--- config.mk ---
export PLATFORM = sky130hd
export DESIGN_NAME = adder_result_stage_flat
export DESIGN_NICKNAME = d
export VERILOG_FILES = /design/src/rtl/alu_pkg.sv /design/src/rtl/adder_result_stage_if.sv /design/src/rtl/adder_result_stage_nzcv_calc.sv /design/src/rtl/adder_result_stage.sv /design/src/flat_wrapper.sv
export SDC_FILE = /design/constraint.sdc
export NUM_CORES = 1
export LEC_CHECK = 0
export ABC_AREA = 1
export ABC_CLOCK_PERIOD_IN_PS = 4400
export CORE_MARGIN = 2
export CORE_UTILIZATION = 38
export CTS_CLUSTER_SIZE = 40
export DETAILED_ROUTE_END_ITERATION = 10
export SYNTH_ARGS = -nofsm -noshare
export SYNTH_HDL_FRONTEND = slang
export SYNTH_SLANG_ARGS = --single-unit
--- constraint.sdc ---
create_clock -name clk -period 4.4 [get_ports clk]
set_input_delay 0.88 -clock clk [delete_from_list [all_inputs] [get_ports clk]]
set_output_delay 0.88 -clock clk [all_outputs]
set_load 0.1 [all_outputs]
--- src/rtl/alu_pkg.sv ---
// Shared constants for the adder result stage: flag bit positions, buffer depth
// and the per-bit saturation patterns that are scaled to any datapath width.
package alu_pkg;

    localparam int DEPTH_C = 2;

    localparam int FLAG_N = 3;
    localparam int FLAG_Z = 2;
    localparam int FLAG_C = 1;
    localparam int FLAG_V = 0;

    // Saturation value = {MSB, {WIDTH-1{FILL}}}
    localparam logic SAT_POS_MSB  = 1'b0;
    localparam logic SAT_POS_FILL = 1'b1;
    localparam logic SAT_NEG_MSB  = 1'b1;
    localparam logic SAT_NEG_FILL = 1'b0;

    typedef logic [3:0] flags_t;

endpackage

--- src/rtl/adder_result_stage_if.sv ---
// Upstream adder / downstream consumer bundle for adder_result_stage.
// master = environment side, slave = the result stage.
interface adder_result_stage_if #(
    parameter int WIDTH = 32
);
    logic             in_valid;
    logic             in_ready;
    logic [WIDTH-1:0] s;
    logic             cout;
    logic             a_msb;
    logic             b_msb;
    logic             out_valid;
    logic             out_ready;
    logic [WIDTH-1:0] result;
    logic [3:0]       flags;
    logic [15:0]      op_count;

    modport master (
        output in_valid, s, cout, a_msb, b_msb, out_ready,
        input  in_ready, out_valid, result, flags, op_count
    );

    modport slave (
        input  in_valid, s, cout, a_msb, b_msb, out_ready,
        output in_ready, out_valid, result, flags, op_count
    );
endinterface

--- src/rtl/adder_result_stage_nzcv_calc.sv ---
// Combinational NZCV flag generation and optional saturation of the stored value.
// Saturation on signed overflow is enabled by defining RESULT_SAT_EN.
module nzcv_calc
    import alu_pkg::*;
#(
    parameter int WIDTH = 32
) (
    input  logic [WIDTH-1:0] s_i,
    input  logic             cout_i,
    input  logic             a_msb_i,
    input  logic             b_msb_i,
    output logic [WIDTH-1:0] result_o,
    output flags_t           flags_o
);

    logic             v_s;
    logic [WIDTH-1:0] res_s;

    assign v_s = (a_msb_i == b_msb_i) && (s_i[WIDTH-1] != a_msb_i);

    // Select stored value; N and Z follow it, C and V follow the raw adder outputs
    always_comb begin
        res_s = s_i;
`ifdef RESULT_SAT_EN
        if (v_s) begin
            if (a_msb_i) begin
                res_s = {SAT_NEG_MSB, {(WIDTH-1){SAT_NEG_FILL}}};
            end else begin
                res_s = {SAT_POS_MSB, {(WIDTH-1){SAT_POS_FILL}}};
            end
        end else begin
            res_s = s_i;
        end
`endif
        flags_o         = 4'b0000;
        flags_o[FLAG_N] = res_s[WIDTH-1];
        flags_o[FLAG_Z] = (res_s == {WIDTH{1'b0}});
        flags_o[FLAG_C] = cout_i;
        flags_o[FLAG_V] = v_s;
    end

    assign result_o = res_s;

endmodule

--- src/rtl/adder_result_stage.sv ---
// Two-entry result buffer behind a full adder, tagging each sum with NZCV flags.
// Optional saturation of overflowed sums is enabled by defining RESULT_SAT_EN.
module adder_result_stage
    import alu_pkg::*;
#(
    parameter int WIDTH = 32,
    parameter int DEPTH = DEPTH_C
) (
    input  logic                 clk,
    input  logic                 rst_n,
    adder_result_stage_if.slave  bus
);

    typedef struct packed {
        logic [WIDTH-1:0] result;
        flags_t           flags;
    } entry_t;

    localparam logic [1:0] FULL_CNT = 2'(DEPTH);

    entry_t      mem_q [DEPTH];
    logic [1:0]  count_q, count_d;
    logic        wr_ptr_q, wr_ptr_d;
    logic        rd_ptr_q, rd_ptr_d;
    logic [15:0] op_count_q, op_count_d;

    logic             push_s, pop_s;
    logic             in_ready_s, out_valid_s;
    logic [WIDTH-1:0] calc_result_s;
    flags_t           calc_flags_s;

    nzcv_calc #(.WIDTH(WIDTH)) u_nzcv_calc (
        .s_i      (bus.s),
        .cout_i   (bus.cout),
        .a_msb_i  (bus.a_msb),
        .b_msb_i  (bus.b_msb),
        .result_o (calc_result_s),
        .flags_o  (calc_flags_s)
    );

    // Handshake status is decoded from the occupancy register only
    assign in_ready_s  = (count_q < FULL_CNT);
    assign out_valid_s = (count_q != 2'd0);
    assign push_s      = bus.in_valid && in_ready_s;
    assign pop_s       = out_valid_s && bus.out_ready;

    // Next-state for pointers, occupancy and the accepted-entry counter
    always_comb begin
        wr_ptr_d   = wr_ptr_q;
        rd_ptr_d   = rd_ptr_q;
        op_count_d = op_count_q;
        count_d    = count_q;
        if (push_s) begin
            wr_ptr_d   = ~wr_ptr_q;
            op_count_d = op_count_q + 16'd1;
        end else begin
            wr_ptr_d   = wr_ptr_q;
            op_count_d = op_count_q;
        end
        if (pop_s) begin
            rd_ptr_d = ~rd_ptr_q;
        end else begin
            rd_ptr_d = rd_ptr_q;
        end
        case ({push_s, pop_s})
            2'b10:   count_d = count_q + 2'd1;
            2'b01:   count_d = count_q - 2'd1;
            default: count_d = count_q;
        endcase
    end

    // Control state register with synchronous active-low reset
    always_ff @(posedge clk) begin
        if (!rst_n) begin
            wr_ptr_q   <= 1'b0;
            rd_ptr_q   <= 1'b0;
            count_q    <= 2'd0;
            op_count_q <= 16'd0;
        end else begin
            wr_ptr_q   <= wr_ptr_d;
            rd_ptr_q   <= rd_ptr_d;
            count_q    <= count_d;
            op_count_q <= op_count_d;
        end
    end

    // Entry storage; a push coinciding with reset is dropped
    always_ff @(posedge clk) begin
        if (rst_n && push_s) begin
            mem_q[wr_ptr_q] <= '{result: calc_result_s, flags: calc_flags_s};
        end
    end

    assign bus.in_ready  = in_ready_s;
    assign bus.out_valid = out_valid_s;
    assign bus.op_count  = op_count_q;
    assign bus.result    = out_valid_s ? mem_q[rd_ptr_q].result : {WIDTH{1'b0}};
    assign bus.flags     = out_valid_s ? mem_q[rd_ptr_q].flags  : 4'b0000;

endmodule

--- src/flat_wrapper.sv ---
// flat-port wrapper written by rule: the top's interface ports become plain ports
module adder_result_stage_flat import alu_pkg::*;
#(
    parameter int WIDTH = 32,
    parameter int DEPTH = DEPTH_C
)
  (clk, rst_n, bus_in_valid, bus_s, bus_cout, bus_a_msb, bus_b_msb, bus_out_ready, bus_in_ready, bus_out_valid, bus_result, bus_flags, bus_op_count);
  adder_result_stage_if #(.WIDTH(WIDTH)) bus_i ();
  input  logic clk;
  input  logic rst_n;
  input wire logic [$bits(bus_i.in_valid)-1:0] bus_in_valid;
  input wire logic [$bits(bus_i.s)-1:0] bus_s;
  input wire logic [$bits(bus_i.cout)-1:0] bus_cout;
  input wire logic [$bits(bus_i.a_msb)-1:0] bus_a_msb;
  input wire logic [$bits(bus_i.b_msb)-1:0] bus_b_msb;
  input wire logic [$bits(bus_i.out_ready)-1:0] bus_out_ready;
  output wire logic [$bits(bus_i.in_ready)-1:0] bus_in_ready;
  output wire logic [$bits(bus_i.out_valid)-1:0] bus_out_valid;
  output wire logic [$bits(bus_i.result)-1:0] bus_result;
  output wire logic [$bits(bus_i.flags)-1:0] bus_flags;
  output wire logic [$bits(bus_i.op_count)-1:0] bus_op_count;
  assign bus_i.in_valid = bus_in_valid;
  assign bus_i.s = bus_s;
  assign bus_i.cout = bus_cout;
  assign bus_i.a_msb = bus_a_msb;
  assign bus_i.b_msb = bus_b_msb;
  assign bus_i.out_ready = bus_out_ready;
  assign bus_in_ready = bus_i.in_ready;
  assign bus_out_valid = bus_i.out_valid;
  assign bus_result = bus_i.result;
  assign bus_flags = bus_i.flags;
  assign bus_op_count = bus_i.op_count;
  adder_result_stage #(.WIDTH(WIDTH), .DEPTH(DEPTH)) u_core (.clk(clk), .rst_n(rst_n), .bus(bus_i));
endmodule
* Yosys cells after proc, flatten, opt, wreduce, memory -nomap -nowiden *
Memory sizes are Yosys's and may differ from the RTL's. A register that Yosys moved wholly into a read port is not among the register bits.
Index checks and enable logic that the tools add are counted.

storage, ports and cells
  memories = 1
  output and inout bits = 54
  logic and storage cells = 29
  bits in writable memories = 72
  register bits = 20
  bits of input ports = 39

memories
  name          words  bits a word  read ports  clocked after memory_dff  wr ports  RTL line                  text
  u_core.mem_q  2      36           1           1                         1         adder_result_stage.sv:21  entry_t mem_q [DEPTH];

operators by class
  reductions and logical operators = 7
  eq/ne operators = 4
  magnitude comparators = 1
  multiplexer cells = 7
  add/sub/neg operators = 3
  bitwise logic cells = 2

operators with widths
  cell                                                 count
  zero test 32 bit                                     1
  2-to-1 mux 32 bit                                    1
  adder 16 x 1 -> 16 bit, second input constant        1
  logical AND 1 bit                                    4
  2-to-1 mux 1 bit                                     4
  2-to-1 mux 4 bit                                     1
  one-hot mux 2 bit (2 select lines)                   1
  nonzero test 2 bit                                   2
  adder 2 x 1 -> 2 bit, second input constant          1
  equality test 2 x 1 -> 1 bit, second input constant  1
  equality test 2 bit, second input constant           1
  < comparator 2 bit, second input constant            1
  inverter 1 bit                                       2
  subtractor 2 x 1 -> 2 bit, second input constant     1
  equality test 1 bit                                  1
  != test 1 bit                                        1

* Depth between registers and ports, before layout *
  depth in word-level cells = 5
  mapped depth = 9
  mapped depth without buffers = 9

* Modules after synthesis *
A second synthesis with hierarchy kept.

second synthesis, totals
  cell total of the unflattened synthesis = 420
  area total of the unflattened synthesis = 4120.2 sq um

by module, submodules not included
  module              times used  area an instance (sq um)  seq. area each (sq um)  cells each
  adder_result_stage  1           3716.1                    2582.5                  349
  nzcv_calc           1           404.1                     0.0                     71

* Worst setup path after synthesis *
No wires, ideal clock.

  path type = input -> register
  start point = input rst_n
  end point = memory u_core.mem_q[1][0] (netlist name), enable pin
  library setup time = 471 ps
  data arrival time = 3433 ps
  path slack = 497 ps
  cell stages on the path = 2
  path buffers = 0
  cells stage by stage = inv_1 > nor3_1

on the way
  word-level cells in the longest chain between the ends = 3

RTL lines
  element                                 RTL line                  text
  start: declaration                      flat_wrapper.sv:10        input logic rst_n;
  logical AND 1 bit                       adder_result_stage.sv:89  if (rst_n && push_s) begin
  2-to-1 mux 1 bit                        adder_result_stage.sv:89
  2-to-1 mux 1 bit (implied by the code)  adder_result_stage.sv:90  mem_q[wr_ptr_q] <= '{result: calc_result_s, flags: calc_flags_s};
  end: declaration                        adder_result_stage.sv:21

Every way passes these cells.

* Worst setup path after layout *
  start point = register u_core.count_q[0]
  end point = output bus_out_valid

on the way
  word-level cells in the longest chain between the ends = 1

RTL lines
  element                   RTL line                  text
  start: declaration        adder_result_stage.sv:22  logic [1:0] count_q, count_d;
  start signal: assignment  adder_result_stage.sv:82  count_q <= count_d;
  nonzero test 2 bit        adder_result_stage.sv:43  assign out_valid_s = (count_q != 2'd0);
  end: declaration          flat_wrapper.sv:18        output wire logic [$bits(bus_i.out_valid)-1:0] bus_out_valid;

Every way passes these cells.

==> impl_metrics.yaml <==
run_status:
  status: "completed"
placed_design:
  io_buffers: 92
  place.gp.congestion: 0.8146
  place_ws_ps: 1189
  hpwl_um: 5339
sta:
  setup_tns_ps: 0
  fin_ws_ps: 972.4
  fmax_mhz: 291.7
  tightest_slew_ps: 1003
  period_minus_slack_ps: 3428
  finalMaxSlewViolations: 0
  rsz0062_at_grt: "false"
  finalHoldViolations: 0
  fin_crit_sh_pct: 77.90
  slew-limit-headroom_pct: 32.94
  finalSetupViolations: 0
  hold-worst-slack_ps: 467.8
  skew_ps: 10.66
route:
  vias: 2730
  wl_um: 7934
  drc_errors: 0
  antenna_left: 0
  dr.first_iter.drc_count: 86
  drt-pass1-iter-count: 4
  routedWlPerCell_um: 13.73
  vias_per_cell: 4.723
cts:
  clkTransAtPathRegs_ps: 90
  clk_latency_ps: 350
  cts_root_buffer: "clkbuf_8"
  post_cts_buffers: 0
  cts_resized: 0
  htreeDepth: 3
  max-clock-path-buffers: 2
  clock-sinks: 91
  cts_buffers: 9
  cts_tree: "done"
  ctsHoldBuffers: 0
logic_synthesis:
  synth_cell_type_count: 30
  synthArstFlopShare_pct: 0
  ys.warnings.count: 0
  ys.flop_type: "edfxtp_1"
  synthCells: 346
  ys_seq_area_share_pct: 68.09
  syn_area_sq_um: 3705
  yosysTopAreaCell: "edfxtp_1"
  synth.avg_cell_area_sq_um: 10.71
  yosysTopAreaCellShare_pct: 56.74
  synth_area_leaders: "edfxtp_1 (57%), dfxtp_1 (11%), nand2_1 (9.5%)"
  synth_edf_count: 70
  ys_seq_elements: 91
  synth_nets: 387
setup_path:
  r2r-start: "u_core.count_q[0]$_SDFFE_PN0P_"
  ff2ff_path_depth: 9
  end_kind: "output pin"
  crit_arrival_ps: 2550
  cp-startpoint: "u_core.count_q[0]$_SDFFE_PN0P_"
  critPathRequiredTime_ps: 3520
  crit_end: "bus_out_valid"
  reg2reg_to: "u_core.count_q[1]$_SDFFE_PN0P_"
  crit_type: "reg -> out"
  critPathMaxFanout: 36
  start_kind: "register"
  r2r_slack_ps: 2150
pwr:
  cellPowerDensity_nw_per_um2: 735.8
  power.total_uw: 3924
  irDropWorstVdd_mv: 0.3142
  p_leak_uw: 0.001928
min_path:
  hold_path.class: "reg -> reg"
global_route:
  grt_antenna_before_repair: 0
  grt_max_degree: 37
  gr-total-overflow: 0
  grt_pass1_vias: 2564
  grt_first_pass_wirelength_um: 12770
  track_usage_pct: 15.75
floorplan:
  chipWidth_um: 102.7
  io_pins: 93
  core_sq_um: 9639
  die_area_sq_um: 10560
  die_y_um: 102.7
  start_util_pct: 38.43
  fp-row-count: 36
job:
  maxCapViolations: 0
layout:
  final_common_cell: "nand2_1"
  final_core_util_pct: 55.32
  layout_common_cells: "nand2_1 (94), edfxtp_1 (70), clkdlybuf4s50_1 (56), a21oi_1 (51), buf_12 (36)"
  final_net_count: 481
  syn_to_final_growth_pct: 43.94
  diodes: 0
  drive_gt1_share_pct: 14.83
[logic make-up after synthesis]
kind of cell               count (synthesis)  share of synthesized area (%)
buffers and inverters                     36                          3.884
adders and majority gates                  2                         0.6753
and+or+nand+nor                          154                          18.61
AOI/OAI and AO/OA                         62                          8.510
DFF                                       91                          68.09
xor gates and xnor gates                   1                         0.2364
[Yosys cell counts, types with 3 or more instances]
cell type and instances:
nor3_1 5, clkbuf_1 6, edfxtp_1 70, inv_1 21
a21oi_1 51, nor2_1 29, nor4_1 5, nand2_1 94
dfxtp_1 21, nand4_1 3, o21ai_0 9, buf_2 4
nand3_1 4
[registers in the layout (all words and copies together), names as in the netlist, named ones only]
signal               flops
u_core.count_q           2
u_core.rd_ptr_q          1
u_core.wr_ptr_q          1
u_core.mem_q            70
u_core.bus.op_count     16
[worst min-delay path by stage]
stage	from	end	slack (ps)	cells after the start
2_1_floorplan	u_core.rd_ptr_q$_SDFFE_PN0P_	register	430	1
3_3_place_gp	u_core.rd_ptr_q$_SDFFE_PN0P_	u_core.rd_ptr_q$_SDFFE_PN0P_	440	1
3_5_place_dp	u_core.rd_ptr_q$_SDFFE_PN0P_	register	440	1
4_1_cts	u_core.rd_ptr_q$_SDFFE_PN0P_	u_core.rd_ptr_q$_SDFFE_PN0P_	470	1
5_1_grt	u_core.rd_ptr_q$_SDFFE_PN0P_	register	500	1
6_report	u_core.rd_ptr_q$_SDFFE_PN0P_	u_core.rd_ptr_q$_SDFFE_PN0P_	470	1
[metrics by stage]
| stage | cell area (sq um) | instances |
|---|---|---|
| 4_1_cts | 5333 | 578 |
| 3_3_place_gp | 5134 | 562 |
| 6_report | 5333 | 578 |
| 3_5_place_dp | 5134 | 562 |
| 5_1_grt | 5333 | 578 |
| 2_1_floorplan | 3705 | 346 |
[final cells by class]
cell class,count,area [sq um]
clock buffers,9,123.9
flip-flops and latches,91,2522
clock inverters,7,75.07
multi-input cells,219,1051
well taps,133,166.4
repair buffers,95,1304
inverters,24,90.09
fillers,858,4307
[metal layers]
layer  share of wire (%)  global-route usage, %  vias up
li1                    -                      -     1365
met1                  46                  21.75     1272
met2                  48                  25.19       87
met3                 5.7                  3.322        6
met4                0.77                  4.858        0
met5                   0                      0        -
[critical path, stage by stage, from the launching register on]
cell	delay (ps)
dfxtp_1	360
nor2_4	680
inv_1	130
clkdlybuf4s50_1	1000
[power breakdown]
part	switching, uW	internal [uW]
logic	1640	690
registers	29.5	1000
clock network	295	266
total	1970	1960
No activity file was read; power rests on OpenSTA's default activity.
